$ cat src/rtl/lc3_pkg.sv
// Shared LC-3 PSR definitions: PSR field positions, stack sequencer states,
// default vector base / supervisor stack pointer, and a PSR packing helper.
package lc3_pkg;

  localparam int unsigned PSR_PRIV_BIT = 15;
  localparam int unsigned PSR_PRI_MSB  = 10;
  localparam int unsigned PSR_PRI_LSB  = 8;
  localparam int unsigned PSR_N_BIT    = 2;
  localparam int unsigned PSR_Z_BIT    = 1;
  localparam int unsigned PSR_P_BIT    = 0;

  localparam logic [15:0] VEC_BASE_DEF = 16'h0100;
  localparam logic [15:0] SSP_INIT_DEF = 16'h3000;

  typedef enum logic [2:0] {
    ST_IDLE,
    ST_PUSH_PSR,
    ST_PUSH_PC,
    ST_RD_VEC,
    ST_POP_PC,
    ST_POP_PSR,
    ST_COMMIT
  } psr_state_e;

  // Build a PSR word; unused bits are written as zero.
  function automatic logic [15:0] psr_pack(input logic       priv,
                                           input logic [2:0] pri,
                                           input logic       n,
                                           input logic       z,
                                           input logic       p);
    logic [15:0] w;
    w                            = '0;
    w[PSR_PRIV_BIT]              = priv;
    w[PSR_PRI_MSB:PSR_PRI_LSB]   = pri;
    w[PSR_N_BIT]                 = n;
    w[PSR_Z_BIT]                 = z;
    w[PSR_P_BIT]                 = p;
    return w;
  endfunction

endpackage

$ cat src/rtl/lc3_psr_reg.sv
// Architectural privilege state: PRIV, PRI and the saved USP/SSP pair.
// Updated only through the commit / load ports driven by lc3_psr_stack.
module lc3_psr_reg
  import lc3_pkg::*;
#(
  parameter logic [15:0] SSP_INIT = SSP_INIT_DEF
) (
  input  logic        clk,
  input  logic        rst_n,
  input  logic        commit_en,
  input  logic        commit_priv,
  input  logic [2:0]  commit_pri,
  input  logic        usp_ld,
  input  logic [15:0] usp_in,
  input  logic        ssp_ld,
  input  logic [15:0] ssp_in,
  output logic        priv,
  output logic [2:0]  pri,
  output logic [15:0] usp,
  output logic [15:0] ssp
);

  logic        priv_q, priv_d;
  logic [2:0]  pri_q,  pri_d;
  logic [15:0] usp_q,  usp_d;
  logic [15:0] ssp_q,  ssp_d;

  // Next-state selection for each architectural register.
  always_comb begin
    priv_d = priv_q;
    pri_d  = pri_q;
    usp_d  = usp_q;
    ssp_d  = ssp_q;
    if (commit_en) begin
      priv_d = commit_priv;
      pri_d  = commit_pri;
    end
    if (usp_ld) usp_d = usp_in;
    if (ssp_ld) ssp_d = ssp_in;
  end

  // Register update with asynchronous reset to supervisor mode, priority 0.
  always_ff @(posedge clk or negedge rst_n) begin
    if (!rst_n) begin
      priv_q <= 1'b0;
      pri_q  <= '0;
      usp_q  <= '0;
      ssp_q  <= SSP_INIT;
    end else begin
      priv_q <= priv_d;
      pri_q  <= pri_d;
      usp_q  <= usp_d;
      ssp_q  <= ssp_d;
    end
  end

  assign priv = priv_q;
  assign pri  = pri_q;
  assign usp  = usp_q;
  assign ssp  = ssp_q;

endmodule

$ cat src/rtl/lc3_psr_stack.sv
// LC-3 interrupt entry / RTI sequencer: pushes PSR and PC to the supervisor
// stack, fetches the vector, and on RTI pops PC/PSR and restores NZP, PRIV,
// PRI and R6 (with USP/SSP swap).
// Optional build macro: LC3_RTI_PRIV_CHECK_EN (RTI in user mode raises EXC).
module lc3_psr_stack
  import lc3_pkg::*;
#(
  parameter logic [15:0] SSP_INIT = SSP_INIT_DEF,
  parameter logic [15:0] VEC_BASE = VEC_BASE_DEF
) (
  input  logic        CLK,
  input  logic        RST_N,
  input  logic        INT_REQ,
  input  logic [7:0]  INT_VEC,
  input  logic [2:0]  INT_PRI,
  input  logic        RTI_REQ,
  input  logic [15:0] PC_IN,
  input  logic        N_IN,
  input  logic        Z_IN,
  input  logic        P_IN,
  input  logic [15:0] R6_IN,
  output logic        MEM_REQ,
  output logic        MEM_WE,
  output logic [15:0] MEM_ADDR,
  output logic [15:0] MEM_WDATA,
  input  logic [15:0] MEM_RDATA,
  input  logic        MEM_RDY,
  output logic        PRIV,
  output logic [2:0]  PRI,
  output logic        CC_LD,
  output logic        N_OUT,
  output logic        Z_OUT,
  output logic        P_OUT,
  output logic        PC_LD,
  output logic [15:0] PC_OUT,
  output logic        R6_LD,
  output logic [15:0] R6_OUT,
  output logic        BUSY,
  output logic        EXC
);

  psr_state_e  state_q, state_d;
  logic        is_rti_q, is_rti_d;
  logic [7:0]  vec_q, vec_d;
  logic [2:0]  ipri_q, ipri_d;
  logic [15:0] sp_q, sp_d;
  logic [15:0] rdata_q, rdata_d;
  logic        ppriv_q, ppriv_d;
  logic [2:0]  ppri_q, ppri_d;
  logic [2:0]  pnzp_q, pnzp_d;
  logic        mem_req_q, mem_req_d;
  logic        mem_we_q, mem_we_d;
  logic [15:0] mem_addr_q, mem_addr_d;
  logic [15:0] mem_wdata_q, mem_wdata_d;
  logic        cc_ld_q, cc_ld_d;
  logic        pc_ld_q, pc_ld_d;
  logic        r6_ld_q, r6_ld_d;
  logic        exc_q, exc_d;
  logic [2:0]  nzp_out_q, nzp_out_d;
  logic [15:0] pc_out_q, pc_out_d;
  logic [15:0] r6_out_q, r6_out_d;

  logic        priv, commit_en, commit_priv, usp_ld, ssp_ld;
  logic [2:0]  pri, commit_pri;
  logic [15:0] usp, ssp, usp_in, ssp_in;
  logic        mem_done, rti_blocked;
  logic [15:0] int_sp, sp_ret;

`ifdef LC3_RTI_PRIV_CHECK_EN
  assign rti_blocked = priv;
`else
  assign rti_blocked = 1'b0;
`endif

  assign mem_done = mem_req_q & MEM_RDY;
  assign int_sp   = priv ? ssp : R6_IN;
  assign sp_ret   = sp_q + 16'd2;

  lc3_psr_reg #(
    .SSP_INIT (SSP_INIT)
  ) u_psr_reg (
    .clk         (CLK),
    .rst_n       (RST_N),
    .commit_en   (commit_en),
    .commit_priv (commit_priv),
    .commit_pri  (commit_pri),
    .usp_ld      (usp_ld),
    .usp_in      (usp_in),
    .ssp_ld      (ssp_ld),
    .ssp_in      (ssp_in),
    .priv        (priv),
    .pri         (pri),
    .usp         (usp),
    .ssp         (ssp)
  );

  // Sequencer next state, memory request, and commit outputs.
  always_comb begin
    state_d     = state_q;
    is_rti_d    = is_rti_q;
    vec_d       = vec_q;
    ipri_d      = ipri_q;
    sp_d        = sp_q;
    rdata_d     = rdata_q;
    ppriv_d     = ppriv_q;
    ppri_d      = ppri_q;
    pnzp_d      = pnzp_q;
    mem_req_d   = mem_req_q;
    mem_we_d    = mem_we_q;
    mem_addr_d  = mem_addr_q;
    mem_wdata_d = mem_wdata_q;
    cc_ld_d     = 1'b0;
    pc_ld_d     = 1'b0;
    r6_ld_d     = 1'b0;
    exc_d       = 1'b0;
    nzp_out_d   = nzp_out_q;
    pc_out_d    = pc_out_q;
    r6_out_d    = r6_out_q;
    commit_en   = 1'b0;
    commit_priv = 1'b0;
    commit_pri  = '0;
    usp_ld      = 1'b0;
    usp_in      = R6_IN;
    ssp_ld      = 1'b0;
    ssp_in      = sp_ret;

    unique case (state_q)
      ST_IDLE: begin
        if (RTI_REQ) begin
          if (rti_blocked) begin
            exc_d = 1'b1;
          end else begin
            is_rti_d   = 1'b1;
            sp_d       = R6_IN;
            mem_req_d  = 1'b1;
            mem_we_d   = 1'b0;
            mem_addr_d = R6_IN;
            state_d    = ST_POP_PC;
          end
        end else if (INT_REQ && (INT_PRI > pri)) begin
          is_rti_d    = 1'b0;
          vec_d       = INT_VEC;
          ipri_d      = INT_PRI;
          sp_d        = int_sp;
          usp_ld      = priv;
          mem_req_d   = 1'b1;
          mem_we_d    = 1'b1;
          mem_addr_d  = int_sp - 16'd1;
          mem_wdata_d = psr_pack(priv, pri, N_IN, Z_IN, P_IN);
          state_d     = ST_PUSH_PSR;
        end
      end
      ST_PUSH_PSR: begin
        if (mem_done) begin
          mem_we_d    = 1'b1;
          mem_addr_d  = sp_q - 16'd2;
          mem_wdata_d = PC_IN;
          state_d     = ST_PUSH_PC;
        end
      end
      ST_PUSH_PC: begin
        if (mem_done) begin
          mem_we_d   = 1'b0;
          mem_addr_d = VEC_BASE + {8'h00, vec_q};
          state_d    = ST_RD_VEC;
        end
      end
      ST_RD_VEC: begin
        if (mem_done) begin
          rdata_d   = MEM_RDATA;
          mem_req_d = 1'b0;
          state_d   = ST_COMMIT;
        end
      end
      ST_POP_PC: begin
        if (mem_done) begin
          rdata_d    = MEM_RDATA;
          mem_addr_d = sp_q + 16'd1;
          state_d    = ST_POP_PSR;
        end
      end
      ST_POP_PSR: begin
        if (mem_done) begin
          ppriv_d   = MEM_RDATA[PSR_PRIV_BIT];
          ppri_d    = MEM_RDATA[PSR_PRI_MSB:PSR_PRI_LSB];
          pnzp_d    = {MEM_RDATA[PSR_N_BIT], MEM_RDATA[PSR_Z_BIT], MEM_RDATA[PSR_P_BIT]};
          mem_req_d = 1'b0;
          state_d   = ST_COMMIT;
        end
      end
      ST_COMMIT: begin
        // Strobes and the PRIV/PRI update land on the same edge that returns
        // to IDLE, so a reset before this edge leaves no partial commit.
        state_d   = ST_IDLE;
        pc_out_d  = rdata_q;
        pc_ld_d   = 1'b1;
        r6_ld_d   = 1'b1;
        commit_en = 1'b1;
        if (is_rti_q) begin
          cc_ld_d     = 1'b1;
          nzp_out_d   = pnzp_q;
          commit_priv = ppriv_q;
          commit_pri  = ppri_q;
          if (ppriv_q) begin
            ssp_ld   = 1'b1;
            r6_out_d = usp;
          end else begin
            r6_out_d = sp_ret;
          end
        end else begin
          commit_priv = 1'b0;
          commit_pri  = ipri_q;
          r6_out_d    = sp_q - 16'd2;
        end
      end
      default: state_d = ST_IDLE;
    endcase
  end

  // State and output registers with asynchronous reset.
  always_ff @(posedge CLK or negedge RST_N) begin
    if (!RST_N) begin
      state_q     <= ST_IDLE;
      is_rti_q    <= 1'b0;
      vec_q       <= '0;
      ipri_q      <= '0;
      sp_q        <= '0;
      rdata_q     <= '0;
      ppriv_q     <= 1'b0;
      ppri_q      <= '0;
      pnzp_q      <= '0;
      mem_req_q   <= 1'b0;
      mem_we_q    <= 1'b0;
      mem_addr_q  <= '0;
      mem_wdata_q <= '0;
      cc_ld_q     <= 1'b0;
      pc_ld_q     <= 1'b0;
      r6_ld_q     <= 1'b0;
      exc_q       <= 1'b0;
      nzp_out_q   <= '0;
      pc_out_q    <= '0;
      r6_out_q    <= '0;
    end else begin
      state_q     <= state_d;
      is_rti_q    <= is_rti_d;
      vec_q       <= vec_d;
      ipri_q      <= ipri_d;
      sp_q        <= sp_d;
      rdata_q     <= rdata_d;
      ppriv_q     <= ppriv_d;
      ppri_q      <= ppri_d;
      pnzp_q      <= pnzp_d;
      mem_req_q   <= mem_req_d;
      mem_we_q    <= mem_we_d;
      mem_addr_q  <= mem_addr_d;
      mem_wdata_q <= mem_wdata_d;
      cc_ld_q     <= cc_ld_d;
      pc_ld_q     <= pc_ld_d;
      r6_ld_q     <= r6_ld_d;
      exc_q       <= exc_d;
      nzp_out_q   <= nzp_out_d;
      pc_out_q    <= pc_out_d;
      r6_out_q    <= r6_out_d;
    end
  end

  assign MEM_REQ   = mem_req_q;
  assign MEM_WE    = mem_we_q;
  assign MEM_ADDR  = mem_addr_q;
  assign MEM_WDATA = mem_wdata_q;
  assign PRIV      = priv;
  assign PRI       = pri;
  assign CC_LD     = cc_ld_q;
  assign N_OUT     = nzp_out_q[2];
  assign Z_OUT     = nzp_out_q[1];
  assign P_OUT     = nzp_out_q[0];
  assign PC_LD     = pc_ld_q;
  assign PC_OUT    = pc_out_q;
  assign R6_LD     = r6_ld_q;
  assign R6_OUT    = r6_out_q;
  assign BUSY      = (state_q != ST_IDLE);
  assign EXC       = exc_q;

endmodule

$ cat config.mk
export PLATFORM = sky130hd
export DESIGN_NAME = lc3_psr_stack
export DESIGN_NICKNAME = d
export VERILOG_FILES = /design/src/rtl/lc3_pkg.sv /design/src/rtl/lc3_psr_reg.sv /design/src/rtl/lc3_psr_stack.sv
export SDC_FILE = /design/constraint.sdc
export NUM_CORES = 1
export LEC_CHECK = 0
export ABC_AREA = 1
export BUFFER_PORTS_ARGS = -buffer_cell sky130_fd_sc_hd__buf_2
export CORE_ASPECT_RATIO = 1.75
export CORE_UTILIZATION = 62
export CTS_CLUSTER_DIAMETER = 30
export DETAILED_ROUTE_END_ITERATION = 8
export GPL_TIMING_DRIVEN = 0
export PLACE_DENSITY = 0.95
export SETUP_SLACK_MARGIN = 0.05
export SYNTH_ARGS = -nofsm -noshare
export SYNTH_HDL_FRONTEND = slang
export SYNTH_SLANG_ARGS = --single-unit
$ cat constraint.sdc
create_clock -name CLK -period 3.5 [get_ports CLK]
set_input_delay 0.175 -clock CLK [delete_from_list [all_inputs] [get_ports CLK]]
set_output_delay 0.175 -clock CLK [all_outputs]
set_load 0.05 [all_outputs]
-- Word level (Yosys, flattened, before mapping)
Index checks and enable logic that the tools add are counted.
- output and inout bits: 78
- latch bits: 0
- memories: 0
- input port bits: 67
- word-level logic and storage cells: 107
- ROM bits: 0
- register bits after elaboration: 161
- memory bits (writable): 0
- bitwise gates (word level): 2
- magnitude comparators: 1
- multiplexer cells: 44
- shifts and indexed selects: 0
- add/sub/neg operators: 5
- divide/modulo/power cells: 0
- multiply operators: 0
- equality and inequality tests: 13
- reduce and logical (&&, ||, !) cells: 20
- operators with widths (cell ; number):
    2-to-1 mux 16 bit ; 13
    one-hot mux 16 bit (4 select lines) ; 1
    one-hot mux 16 bit (2 select lines) ; 1
    2-to-1 mux 3 bit ; 8
    2-to-1 mux 1 bit ; 18
    adder 16 x 1 -> 16 bit (second input constant) ; 1
    adder 16 x 2 -> 16 bit (second input constant) ; 1
    subtractor 16 x 1 -> 16 bit (second input constant) ; 1
    subtractor 16 x 2 -> 16 bit (second input constant) ; 1
    one-hot mux 3 bit (5 select lines) ; 1
    adder 9 x 8 -> 10 bit (first input constant) ; 1
    inequality test 2 bit (second input constant) ; 5
    AND reduction 5 bit ; 2
    equality test 3 bit (second input constant) ; 3
    AND reduction 2 bit ; 4
    AND reduction 4 bit ; 2
    equality test 3 x 2 -> 1 bit (second input constant) ; 2
    AND reduction 3 bit ; 2
    nonzero test 2 bit ; 3
    nonzero test 3 bit ; 2
    nonzero test 4 bit ; 1
    OR reduction 2 bit ; 2
    equality test 3 x 1 -> 1 bit (second input constant) ; 1
    > comparator 3 bit ; 1
    8 further kinds ; 8

-- Logic depth before layout (Yosys ltp)
- word-level depth: 5
- gate-level depth with buffers: 14
- gate-level depth less buffers: 13

-- Cells and area by module
Synthesis repeated with hierarchy kept, for this count alone.
- cell total of the unflattened synthesis: 1171
- area total of the unflattened synthesis: 8765.9 um^2
- modules (own cells, without submodules) (module ; area an instance (um^2) ; seq. area each (um^2) ; cells an instance ; times used):
    lc3_psr_stack ; 7352.1 ; 3128.0 ; 1018 ; 1
    lc3_psr_reg ; 1413.9 ; 903.4 ; 153 ; 1

-- Worst setup path before layout
OpenSTA, ideal clock, no wires.
- kind: reg2reg
- start: register u_psr_reg.pri_q[2], in the netlist u_psr_reg.pri[2]
- end: register mem_wdata_q[8], in the netlist MEM_WDATA[8]
- data arrival time: 2.133 ns
- library setup time: 0.125 ns
- stages on the path, launching flop included: 12
- setup slack: 1.243 ns
- period minus slack after synthesis: 2.257 ns
- path through: dfrtp_1 > inv_1 > ha_1 > nand2_1 > o21a_1 > nor2_4 > nand2_1 > a21oi_4 > inv_2 > buf_4 > nand2_1 > nand2_1
- longest elaborated chain between the ends: 4
- RTL lines (item ; line ; RTL):
    start: declaration ; lc3_psr_reg.sv:24 ; logic [2:0] pri_q, pri_d;
    start signal: assignment ; lc3_psr_reg.sv:51 ; pri_q <= pri_d;
    > comparator 3 bit ; lc3_psr_stack.sv:140 ; end else if (INT_REQ && (INT_PRI > pri)) begin
    logical AND 1 bit ; lc3_psr_stack.sv:140 ;
    inequality test 2 bit (no source line) ; - ;
    AND reduction 4 bit (no source line) ; - ;
    end signal: assignment ; lc3_psr_stack.sv:256 ; mem_wdata_q <= mem_wdata_d;
    end: declaration ; lc3_psr_stack.sv:54 ; logic [15:0] mem_wdata_q, mem_wdata_d;
No other way between the ends.
A chain may end at the register's enable or synchronous reset.

-- Final worst setup path
- start: register u_psr_reg.pri_q[2], in the netlist u_psr_reg.pri[2]
- end: register sp_q[10]
- longest elaborated chain between the ends: 4
- RTL lines (item ; line ; RTL):
    > comparator 3 bit ; lc3_psr_stack.sv:140 ;
    logical AND 1 bit ; lc3_psr_stack.sv:140 ;
    nonzero test 2 bit (no source line) ; - ;
    AND reduction 2 bit (no source line) ; - ;
    end signal: assignment ; lc3_psr_stack.sv:248 ; sp_q <= sp_d;
    end: declaration ; lc3_psr_stack.sv:46 ; logic [15:0] sp_q, sp_d;
No other way between the ends.

==> run metrics <==
Static Leak=5.862 nW; Seq/Total Area, Yosys=45.14%; Final period util=70.60%; relative slew slack=44.87%; hold_ws=18.09 ps; initial antenna violation count=1; io pins=145; area of the die=14,910 um^2; cts bufs inserted=17; setup slack, reg-to-reg=1030 ps; EDFF count, synth=0; CTS Sinks=161; crit path cell chain=inv_1 -> ha_1 -> nand2_1 -> o21a_1 -> nor2_4 -> nand2_1 -> nand2_1 -> clkbuf_1 -> o21ai_0; Initial Util=63.89%; Total Nets Final=1,469; Critical Path AT=2740 ps; Worst Hold Class=in -> reg; GRT overflow=0; CP max stage delay=490 ps; RR Startpoint=u_psr_reg.pri[2]$_DFFE_PN0P_; most frequent cells after synthesis=nand2_1 (385), dfrtp_1 (159), o21ai_0 (112); largest net degree at the start of global routing=94; Min-Delay Path Depth=3; Post-synth top flop=dfrtp_1; Syn Inst Count=1,209; final slew viol count=0; routed wire length=33.20 mm; PwrDens=376.2 nW/um^2; Vias=9,433; std cell rows=57; Setup crit end=sp_q[10]$_DFFE_PN0P_; Initial DRT Pass Iterations=5; DRT antenna net count=0; first-pass GRT wire length=50.87 mm; crit path buf inv count=2; Worst setup EP type=register; Worst Path Class, Setup=reg -> reg; H-tree levels=4; critical path peak fanout=10; async set-reset flop share out of synthesis=100.0%; Final Core Density=77.03%; Crit path max-delay family=simple AND/OR/NAND/NOR gates; GP Congestion=1.038; area grow syn2layout=20.57%; Clock Tree Root=clkbuf_16; count leader, synth=nand2_1; outcome=completed; worst path required time=3770 ps; IO Port Bufs=142; average wire per standard cell=20.95 um; Critical Path Start Type=register; slew at the pin closest to its max-slew limit=824.2 ps; Max-Cap Viols=0; Post CTS Setup Buffer Count=0; mapped cell area=8931 um^2; Worst path most repeated cell=nand2_1; post-route minimum period=2471 ps; Yosys top cell area share=44.55%; Worst path slowest cell=clkbuf_1; CTS max path bufs=2; clk slew on worst S/H paths=80 ps; crit path launch=u_psr_reg.pri[2]$_DFFE_PN0P_; Fin Clk Skew=20.01 ps; DR iter-0 viols=816; Synth area leaders=dfrtp_1 (45%), nand2_1 (16%), o21ai_0 (6.3%), inv_1 (4.7%), nand3_1 (4.5%); Yosys warning count=0; Die Height=160.8 um; Final setup viols=0; dpl hpwl=24.54 mm; Core Area=13,980 um^2; number of global-route vias before repair=9,692; Fmax=404.7 MHz; Levels on crit path=9; Worst IR Drop VDD=0.0003240 V; Die Width=92.73 um; DR vias/cell=5.951; cells on worst reg2reg path=9; CTS tree=yes; share of cells above drive strength 1=19.25%; Syn Area/Cell=7.387 um^2; ant diodes=0; R2R Path End=sp_q[10]$_DFFE_PN0P_; Synth area leader=dfrtp_1; clock latency on the worst-skew pair=430 ps; #FFs+latches synth=161; post-synth cell types=44; DRC viols=0; final hold violation count=0; Synthesized Nets=1,283; RSZ-0062 raised after global routing=false; Total GRT Usage=46.28%
layer usage:
layer | GRT usage [%] | vias up | wire (um)
met5 | 0 | - | 10
met2 | 78.86 | 638 | 16140
met1 | 47.47 | 4327 | 10780
li1 | - | 4244 | -
met4 | 41.61 | 2 | 3708
met3 | 8.144 | 222 | 2565
worst reg2reg max path: cells and delay by family, from the launching register on:
family                   cells  cell delay (ps)
adder cells (fa/ha/maj)      1              340
AND/OR/NAND/NOR              4              620
AO/OA/AOI/OAI                2              410
flip-flops                   1              370
buffers and inverters        2              580
state kept, by name, indices dropped and copies added, names as in the netlist, 3 cells and up:
name / flops
MEM_ADDR: 16
MEM_WDATA: 16
PC_OUT: 16
R6_OUT: 16
ipri_q: 3
nzp_out_q: 3
pnzp_q: 3
ppri_q: 3
rdata_q: 16
sp_q: 16
state_q: 3
u_psr_reg.pri: 3
u_psr_reg.ssp: 16
u_psr_reg.usp: 16
vec_q: 8
cell usage in the layout, fill, tap and decap left out, types with 2 or more instances in the layout:
cell type / instances
nand2_1: 385
clkinv_8: 7
buf_2: 162
nor2_1: 105
o22ai_1: 2
xor2_1: 16
nor2_4: 7
or2_2: 6
ha_1: 7
nor2_2: 8
o21ai_1: 22
xnor2_1: 2
clkbuf_1: 23
inv_2: 12
buf_6: 4
dlygate4sd3_1: 24
nand4_1: 14
dfrtp_1: 159
o21ai_0: 112
o2111ai_1: 3
o21a_1: 3
nand2_4: 2
o211ai_1: 15
mux2_2: 5
nand3_1: 80
nand2_2: 17
inv_8: 3
inv_1: 111
dfstp_2: 2
a31oi_1: 2
inv_12: 2
a21oi_1: 43
buf_4: 6
clkbuf_16: 17
and2_1: 2
power breakdown:
part           internal, mW  switching [mW]  leakage, nW  total, mW
sequential             1.86        0.000995         2.01       1.86
clock                 0.987           0.963        0.299       1.95
combinational        0.0785           0.162         3.55      0.240
kinds of logic (layout without fill, tap and decap cells):
family | after synthesis | count (layout) | share of synthesized area, %
XOR/XNOR | 18 | 18 | 1.765
other | 1 | 1 | 0.04199
multiplexers | 5 | 5 | 0.6304
adder cells (fa/ha/maj) | 7 | 7 | 0.9806
AND/OR/NAND/NOR | 630 | 630 | 30.20
AO/OA/AOI/OAI | 209 | 209 | 12.83
flip-flops | 161 | 161 | 45.14
buffers and inverters | 178 | 377 | 8.405
layout make-up:
cell class                      instances  area (um^2)
Timing Repair Buffer                  167        984.7
Fill cell                            1017         3211
Tap cell                              177        221.5
Clock buffer                           17        425.4
Buffer                                 55        289.0
Sequential cell                       161         4031
Multi-Input combinational cell        870         4149
Inverter                              123        461.7
Clock inverter                         15        205.2
worst min path at each step:
stage,slack [ps],to,from
final,20,u_psr_reg.usp[14]$_DFFE_PN0P_,R6_IN[14]
after global routing,20,MEM_WDATA[3]$_DFFE_PN0P_,PC_IN[3]
after CTS,2,rdata_q[11]$_DFFE_PN0P_,MEM_RDATA[11]
after detailed placement,230,u_psr_reg.ssp[10]$_DFFE_PN0P_,RST_N
after global placement,380,vec_q[6]$_DFFE_PN0P_,INT_VEC[6]
after floorplan,-120,CC_LD$_DFF_PN0_,RST_N
timing repair:
action                                  in CTS  in global routing
hold endpoints to repair                    90                  0
resized for setup                            0                  0
endpoints found under the setup margin       0                  0
hold buffers                                24                  0
per-stage QoR:
stage / cell area, um^2 / setup WS [ps] / setup TNS [ps] / cells / power (mW)
finish: 10770 / 1029 / 0 / 1585 / 4.051
global route: 10770 / 971.5 / 0 / 1585 / 4.136
CTS: 10770 / 1095 / 0 / 1585 / 4.033
detailed placement: 9897 / 1144 / 0 / 1529 / 2.109
global placement: 9863 / -78.46 / -9209 / 1528 / 2.102
floorplan: 8931 / 1243 / 0 / 1209 / 1.983
Power figures use the tool's default switching activity.
